$ cat src/rtl/ahb_pkg.sv
// Shared AHB encodings used by the arbiter and the bus masters.
package ahb_pkg;

    typedef enum logic [1:0] {
        HTRANS_IDLE   = 2'd0,
        HTRANS_BUSY   = 2'd1,
        HTRANS_NONSEQ = 2'd2,
        HTRANS_SEQ    = 2'd3
    } htrans_e;

    typedef enum logic [1:0] {
        HBURST_SINGLE = 2'd0,
        HBURST_INCR   = 2'd1,
        HBURST_INCR4  = 2'd2,
        HBURST_INCR8  = 2'd3
    } hburst_e;

    typedef enum logic [1:0] {
        HRESP_OKAY  = 2'd0,
        HRESP_ERROR = 2'd1,
        HRESP_RETRY = 2'd2,
        HRESP_SPLIT = 2'd3
    } hresp_e;

    // SEQ beats that follow the NONSEQ of a fixed-length burst; 0 for SINGLE/INCR.
    function automatic logic [2:0] burst_seq_beats(input logic [1:0] hburst);
        logic [2:0] beats;
        beats = 3'd0;
        if (hburst == HBURST_INCR4) beats = 3'd3;
        if (hburst == HBURST_INCR8) beats = 3'd7;
        return beats;
    endfunction

endpackage

$ cat src/rtl/ahb_rr_pick.sv
// Combinational round-robin picker: first requester after ptr, ptr itself last.
module ahb_rr_pick #(
    parameter int unsigned N  = 4,
    parameter int unsigned MW = $clog2(N)
) (
    input  logic [N-1:0]  req,
    input  logic [MW-1:0] ptr,
    output logic [N-1:0]  pick,
    output logic [MW-1:0] idx,
    output logic          valid
);

    logic [MW-1:0] cand;

    // Scan ptr+1 .. ptr+N modulo N and keep the first hit.
    always_comb begin
        pick  = '0;
        idx   = '0;
        valid = 1'b0;
        cand  = '0;
        for (int unsigned off = 1; off <= N; off++) begin
            cand = MW'((32'(ptr) + off) % N);
            if (!valid && req[cand]) begin
                valid      = 1'b1;
                idx        = cand;
                pick[cand] = 1'b1;
            end
        end
    end

endmodule

$ cat src/rtl/ahb_arbiter.sv
// Central AHB arbiter: round-robin with lock support and fixed-burst protection.
module ahb_arbiter
    import ahb_pkg::*;
#(
    parameter int unsigned NUM_MASTERS    = 4,
    parameter int unsigned DEFAULT_MASTER = 0,
    parameter int unsigned MW             = $clog2(NUM_MASTERS)
) (
    input  logic                   i_hclk,
    input  logic                   i_hreset_n,
    input  logic [NUM_MASTERS-1:0] i_hbusreq,
    input  logic [NUM_MASTERS-1:0] i_hlock,
    input  logic [1:0]             i_htrans,
    input  logic [1:0]             i_hburst,
    input  logic                   i_hready,
    input  logic [1:0]             i_hresp,
    output logic [NUM_MASTERS-1:0] o_hgrant,
    output logic [MW-1:0]          o_hmaster,
    output logic [MW-1:0]          o_hmaster_data,
    output logic                   o_hmastlock
);

    localparam logic [MW-1:0]          DEF_IDX   = MW'(DEFAULT_MASTER);
    localparam logic [NUM_MASTERS-1:0] DEF_GRANT = NUM_MASTERS'(1) << DEFAULT_MASTER;

    logic [NUM_MASTERS-1:0] grant_q, grant_d;
    logic [MW-1:0]          gidx_q, gidx_d;
    logic [MW-1:0]          rr_ptr_q, rr_ptr_d;
    logic [2:0]             beat_cnt_q, beat_cnt_d;
    logic [MW-1:0]          hmaster_q, hmaster_data_q;
    logic                   hmastlock_q;

    logic                   acc;
    logic                   arb;
    logic [NUM_MASTERS-1:0] pick;
    logic [MW-1:0]          pick_idx;
    logic                   pick_valid;

    assign acc = i_hready;

    ahb_rr_pick #(
        .N  (NUM_MASTERS),
        .MW (MW)
    ) u_rr_pick (
        .req   (i_hbusreq),
        .ptr   (rr_ptr_q),
        .pick  (pick),
        .idx   (pick_idx),
        .valid (pick_valid)
    );

    // Remaining SEQ beats of the fixed burst in flight; an error response drops protection.
    always_comb begin
        beat_cnt_d = beat_cnt_q;
        if (acc && i_htrans == HTRANS_NONSEQ && burst_seq_beats(i_hburst) != 3'd0) begin
            beat_cnt_d = burst_seq_beats(i_hburst);
        end else if (acc && i_htrans == HTRANS_SEQ && beat_cnt_q != 3'd0) begin
            beat_cnt_d = beat_cnt_q - 3'd1;
        end else if (!i_hready && i_hresp != HRESP_OKAY) begin
            beat_cnt_d = 3'd0;
        end
    end

    assign arb = acc && (beat_cnt_d == 3'd0);

    // Next grant: locked owner keeps the bus, else round-robin, else the default master.
    always_comb begin
        grant_d  = grant_q;
        gidx_d   = gidx_q;
        rr_ptr_d = rr_ptr_q;
        if (arb) begin
            if (i_hlock[gidx_q] && i_hbusreq[gidx_q]) begin
                rr_ptr_d = gidx_q;
            end else if (pick_valid) begin
                grant_d  = pick;
                gidx_d   = pick_idx;
                rr_ptr_d = pick_idx;
            end else begin
                grant_d = DEF_GRANT;
                gidx_d  = DEF_IDX;
            end
        end
    end

    // Arbitration state and burst counter.
    always_ff @(posedge i_hclk or negedge i_hreset_n) begin
        if (!i_hreset_n) begin
            grant_q    <= DEF_GRANT;
            gidx_q     <= DEF_IDX;
            rr_ptr_q   <= DEF_IDX;
            beat_cnt_q <= 3'd0;
        end else begin
            grant_q    <= grant_d;
            gidx_q     <= gidx_d;
            rr_ptr_q   <= rr_ptr_d;
            beat_cnt_q <= beat_cnt_d;
        end
    end

    // Address/data phase ownership advances only when a transfer is accepted.
    always_ff @(posedge i_hclk or negedge i_hreset_n) begin
        if (!i_hreset_n) begin
            hmaster_q      <= DEF_IDX;
            hmaster_data_q <= DEF_IDX;
            hmastlock_q    <= 1'b0;
        end else if (acc) begin
            hmaster_q      <= gidx_q;
            hmaster_data_q <= hmaster_q;
            hmastlock_q    <= i_hlock[gidx_q];
        end
    end

    assign o_hgrant       = grant_q;
    assign o_hmaster      = hmaster_q;
    assign o_hmaster_data = hmaster_data_q;
    assign o_hmastlock    = hmastlock_q;

endmodule

$ cat config.mk
export PLATFORM = sky130hd
export DESIGN_NAME = ahb_arbiter
export DESIGN_NICKNAME = d
export VERILOG_FILES = /design/src/rtl/ahb_pkg.sv /design/src/rtl/ahb_rr_pick.sv /design/src/rtl/ahb_arbiter.sv
export SDC_FILE = /design/constraint.sdc
export NUM_CORES = 1
export LEC_CHECK = 0
export ABC_AREA = 0
export BUFFER_PORTS_ARGS = -buffer_cell sky130_fd_sc_hd__buf_4
export CAP_MARGIN = 20
export CORE_MARGIN = 8
export CORE_UTILIZATION = 60
export CTS_BUF_LIST = sky130_fd_sc_hd__clkbuf_4 sky130_fd_sc_hd__clkbuf_8 sky130_fd_sc_hd__clkbuf_16
export CTS_CLUSTER_SIZE = 8
export DETAILED_ROUTE_END_ITERATION = 10
export PLACE_DENSITY = 0.88
export SETUP_SLACK_MARGIN = 0.05
export SYNTH_ARGS = -nofsm -noshare
export SYNTH_HDL_FRONTEND = slang
export SYNTH_HIERARCHICAL = 1
export SYNTH_SLANG_ARGS = --single-unit
$ cat constraint.sdc
create_clock -name i_hclk -period 4.5 [get_ports i_hclk]
set_clock_uncertainty 0.15 [all_clocks]
set_input_delay 0.225 -clock i_hclk [delete_from_list [all_inputs] [get_ports i_hclk]]
set_output_delay 0.225 -clock i_hclk [all_outputs]
set_load 0.05 [all_outputs]
Yosys cells after proc, flatten, opt, wreduce, memory -nomap -nowiden. Cells that the tools add are included.

Register bits: 16.

$add $sub $neg: 5. Magnitude comparators: 9. Equal/unequal tests: 4. Multiplexer cells: 41. Bitwise logic cells: 4. Reductions and logical operators: 25.

Operators by type and width (number): 4-bit two-way mux (5); 2-bit two-way mux (8); 2-bit by 3-bit less-than comparator with 1-bit output, second input constant (5); 1-bit logical AND (14); 1-bit two-way mux (14); 1-bit binary-select mux with 2-bit select (6); 3-bit two-way mux (4); 4-bit bitwise OR (3); 1-bit demux with 2-bit select (4); 2-bit == test, second input constant (4); 2-bit by 1-bit >= comparator with 1-bit output, second input constant (4); 3-bit nonzero test (2); 2-bit by 1-bit adder with 2-bit output, second input constant (2); 2-bit adder, second input constant (2); 1-bit zero test (4); 2-bit AND reduction (2); 2-bit nonzero test (2); 3-bit zero test (1); 3-bit by 1-bit subtractor with 3-bit output, second input constant (1); 1-bit inverter (1).

Longest topological paths before layout.
Word-level depth: 15. Gate-level depth with buffers: 11. Gate-level depth less buffers: 9.

Cells and area by module. Netlist, hierarchy kept.

Modules (own cells, without submodules): ahb_arbiter (instances 1, cells each 80, area an instance 899.6 um^2, seq. area each 401.6 um^2); ahb_rr_pick (instances 1, cells each 68, area an instance 525.5 um^2, seq. area each 0.0 um^2).

Worst setup path before layout. No wires, ideal clock.

Kind: reg2reg. Start: register beat_cnt_q[0]. End: register grant_q[0] (netlist: o_hgrant[0]). Arrival time: 2145 ps. Required time: 4268 ps. Slack: 2123 ps. Cell stages (with the launch flop): 9. Path buffers: 0. Clock period less this slack: 2377 ps. Cells stage by stage: dfrtp_1 inv_1 ha_1 ha_1 nand2b_1 o22a_1 a221o_1 nor3_4 mux2_4.

Cells in the longest elaborated chain, start to end: 7. Elaborated cells on any way between the ends: 9. Classes of those cells: add/sub (1); mux (3); reduce/logical (5).

RTL lines: start, declared (line ahb_arbiter.sv:29) `logic [2:0] beat_cnt_q, beat_cnt_d;`; start signal, assigned (line ahb_arbiter.sv:96) `beat_cnt_q <= beat_cnt_d;`; branches (longest 2 deep; another with 3-bit by 1-bit subtractor with 3-bit output); 3-bit two-way mux (*) (line ahb_arbiter.sv:57) `end else if (acc && i_htrans == HTRANS_SEQ && beat_cnt_q != 3'd0) begin`; 3-bit two-way mux (*) (line ahb_arbiter.sv:55) `if (acc && i_htrans == HTRANS_NONSEQ && burst_seq_beats(i_hburst) != 3'd0) begin`; 3-bit zero test (*) (line ahb_arbiter.sv:64) `assign arb = acc && (beat_cnt_d == 3'd0);`; 1-bit logical AND (*) (line ahb_arbiter.sv:64); 2-bit AND reduction (no source line) (*); end signal, assigned (line ahb_arbiter.sv:93) `grant_q <= grant_d;`; end, declared (line ahb_arbiter.sv:26) `logic [NUM_MASTERS-1:0] grant_q, grant_d;`.

Every way passes the cells marked *. A chain may end at the register's enable or synchronous reset.

Worst setup path in the final report.
Start: register rr_ptr_q[0]. End: register grant_q[0] (netlist: o_hgrant[0]).

Cells in the longest elaborated chain, start to end: 14. Elaborated cells on any way between the ends: 50. Classes of those cells: add/sub (4); order compare (8); mux (25); bitwise (3); reduce/logical (10).

RTL lines: start, declared (line ahb_arbiter.sv:28) `logic [MW-1:0] rr_ptr_q, rr_ptr_d;`; start signal, assigned (line ahb_arbiter.sv:95) `rr_ptr_q <= rr_ptr_d;`; branches (longest 12 deep; another with 2-bit by 3-bit less-than comparator with 1-bit output); 4-bit two-way mux (*) (line ahb_rr_pick.sv:23) `if (!valid && req[cand]) begin`; net pick[0] (line ahb_arbiter.sv:35) `logic [NUM_MASTERS-1:0] pick;`; 4-bit two-way mux (*) (line ahb_arbiter.sv:74) `end else if (pick_valid) begin`.

Mark *: on every way through the listed nets, which the timed path passes. The select of a mux whose other input is x is not followed.

==> results.toml <==
[outcome]
run_status = "completed"

[worst_hold_path]
worstHoldPathType = "input pin to flip-flop"

[floorplanning]
fp.dieW_um = 64.7
core-area_um2 = 2230
die_area_um2 = 4190
rows = 17
io_pins = 26
fp.dieH_um = 64.7
floorplan.initialDensity_pct = 63.8

[sta]
rsz_0062_raised_after_global_routing = "no"
final-hold-violation-count = 0
period_minus_slack_ps = 2910
report.final.slew_viol_count = 0
setup_violations = 0
final_min_period_over_clock_period_pct = 64.6
actual_slew_at_the_worst_max_slew_pin_ps = 585
hold_slack_ps = 63.8
fin_tns_setup_ps = 0
max_slew_headroom_pct = 61.0
max_freq_mhz = 344

[route]
top_layer = "met4"
via_count = 1261
antenna_left = 0
wl_met2_um = 1730
postRouteWirelength_um = 3340
detailroute.wirelength.met3_um = 184
drtPass1Iterations = 4
routed_via_density = 6.27
wl_per_cell_um = 16.6
drt_iter0_markers = 64
routedLengthMet1_um = 1360
drc_errors = 0

[global_routing]
first_pass_grt_wire_length_um = 5630
pin_count_of_the_biggest_net_entering_global_routing = 18
initial_antenna_violation_count = 0
grt_pass1_vias = 1286
overflow = 0
gr_usage_total_pct = 16.2

[clock_network]
clk_transition_reported_paths_ps = 100
clk_latency_ps = 290
tritoncts.num_buffers = 3
clock_tree.buffer_depth = 2
post_cts_resize_count = 0
tritoncts = "built"
cts-root-buf = "sky130_fd_sc_hd__clkbuf_4"
cts-htree-levels = 1
postCtsSetupRepairBufs = 0
clock_sink_count = 16

[final_layout]
antenna_cells = 0
nFillCells = 164
fin_nets = 201
finalNonFillerCells = 201
drive_gt1_share_pct = 29.5
area.growth.synth_to_final_pct = 15.7

[setup_path]
crit_chain = "inv_2, ha_1, mux2i_4, o21ai_1, a221o_1, nand2b_1, mux2_4"
crit_family = "flip-flops"
worst_path_max_delay_cell = "sky130_fd_sc_hd__dfrtp_1"
cp_num_buf_inv = 1
timing.critical_path.slowest_cell_delay_ps = 730
worstPathMaxFanout = 17
setup.worst_path.class = "flip-flop to flip-flop"
worstSetupStartpointType = "flip-flop"
worstPathRequired_ps = 4570
cp_data_arrival_time_ps = 2980
endpoint_type_of_the_worst_setup_path = "flip-flop"

[logic_synthesis]
cell_accounting_for_the_most_synthesized_area = "sky130_fd_sc_hd__dfrtp_1"
synth_enable_flop_cells = 0
synth_nets = 175
synthDistinctLibCells = 49
yosys-top-cells-area = "sky130_fd_sc_hd__dfrtp_1 26%, sky130_fd_sc_hd__ha_1 8.8%, sky130_fd_sc_hd__mux2_2 5.5%"
synth_warnings = 6
postSynthAreaPerCell_um2 = 9.63
synth_cells = 148
synth-seq-area-share_pct = 28.2
syn-cell-area_um2 = 1430
ys_ff_latch = 16
async_flop_share_pct = 100
synth.top_cells.by_count = "20 x sky130_fd_sc_hd__nand2_1, 15 x sky130_fd_sc_hd__dfrtp_1, 13 x sky130_fd_sc_hd__inv_1"
yosysTopAreaCellShare_pct = 26.3
synthMostInstantiatedCell = "sky130_fd_sc_hd__nand2_1"
yosys_most_used_dff = "sky130_fd_sc_hd__dfrtp_1"

[power_and_ir_drop]
seqPwrFrac_pct = 24.8
powerDensity_nw_per_um2 = 694
leakage_nw = 0.741
total_switching_power_mw = 0.571
finalPower_mw = 1.14
power_frac_clock_pct = 8.4
netSwitchingFraction_pct = 49.9
cellInternalPower_mw = 0.574
share_comb_of_total_power_pct = 66.9
vdd.ir_drop.worst_uv = 531

[placement]
dpl.cell_count = 196
gpl.final_weighted_congestion = 0.886
placement.io_buffers = 25
dp_hpwl_um = 2570

[flow_run]
cap_violations = 0
[per-layer routing]
layer | up-vias | track usage, %
met4 | 0 | 4.63
met3 | 11 | 3.26
met5 | - | 0
met1 | 599 | 18.6
li1 | 593 | -
met2 | 58 | 29.4
[registers in the layout, indices dropped and copies added, names as in the netlist]
name	cells
rr_ptr_q	2
beat_cnt_q	3
o_hmaster_data	2
o_hmastlock	1
o_hgrant	4
o_hmaster	2
gidx_q	2
[layout make-up]
cell class	instances	area (µm²)	share of cell area, %
clock buffers	4	36.3	2.20
inverters	14	52.6	3.19
multi-input cells	113	926	56.1
flip-flops and latches	16	402	24.4
well taps	28	35.0	2.12
repair buffers	26	198	12.0
[layout by cell type (no fill, tap or decap), types with 2 or more instances in the layout]
cell	Yosys	final
sky130_fd_sc_hd__a32o_1	2	2
sky130_fd_sc_hd__dfrtp_1	15	15
sky130_fd_sc_hd__buf_4	1	25
sky130_fd_sc_hd__a31oi_1	2	2
sky130_fd_sc_hd__a221o_1	5	5
sky130_fd_sc_hd__nand2b_1	4	4
sky130_fd_sc_hd__nand2_1	20	20
sky130_fd_sc_hd__nor2_1	8	8
sky130_fd_sc_hd__o21ai_0	5	5
sky130_fd_sc_hd__a21boi_0	2	2
sky130_fd_sc_hd__ha_1	10	10
sky130_fd_sc_hd__clkbuf_4	0	3
sky130_fd_sc_hd__o21ai_1	5	5
sky130_fd_sc_hd__mux2_2	7	7
sky130_fd_sc_hd__mux2i_1	7	7
sky130_fd_sc_hd__a21oi_1	4	4
sky130_fd_sc_hd__o22a_1	2	2
sky130_fd_sc_hd__inv_1	13	13
sky130_fd_sc_hd__nand3_1	2	2
sky130_fd_sc_hd__mux4_1	2	2
[power by group through the flow]
stage | clock, mW | combinational, mW | sequential, mW
after floorplan | 0 | 0.491 | 0.389
after global placement | 0 | 0.725 | 0.277
after detailed placement | 0 | 0.758 | 0.285
after CTS | 0.0984 | 0.764 | 0.283
after global routing | 0.104 | 0.826 | 0.294
final | 0.0959 | 0.765 | 0.283
[kinds of logic (layout without fill, tap and decap cells)]
kind of cell               Yosys count  count (layout)  synth area share [%]
AOI/OAI and AO/OA                   39              39                  21.8
adders and majority gates           10              10                  8.78
buffers and inverters               19              44                  6.85
DFF                                 16              16                  28.2
muxes                               19              19                  18.3
and+or+nand+nor                     45              45                  16.1
[metrics by stage]
stage / setup WS [ps] / util (%) / area, µm²
2_1_floorplan: 2120 / - / 1430
3_3_place_gp: 1830 / 71.8 / 1600
3_5_place_dp: 1690 / 71.8 / 1600
4_1_cts: 1610 / 73.8 / 1650
5_1_grt: 1460 / 73.8 / 1650
6_report: 1590 / 73.8 / 1650
[worst paths after layout]
check	cells past startpoint	to	slack, ps	start
setup / recovery	7	o_hgrant[0]	1590	rr_ptr_q[0]
hold / removal	2	beat_cnt_q[1]	60	i_htrans[1]
setup reg to reg	7	o_hgrant[0]	1590	rr_ptr_q[0]
hold reg to reg	1	o_hmaster_data[1]	370	o_hmaster_data[1]
max in group asynchronous	2	o_hgrant[0]	3780	i_hreset_n
min in group asynchronous	2	beat_cnt_q[1]	170	i_hreset_n
[repair_timing]
item | in CTS | in global routing
endpoints found under the setup margin | 0 | 0
hold buffers | 1 | 0
endpoints found under the hold margin | 16 | 0
Power figures use the tool's default switching activity.
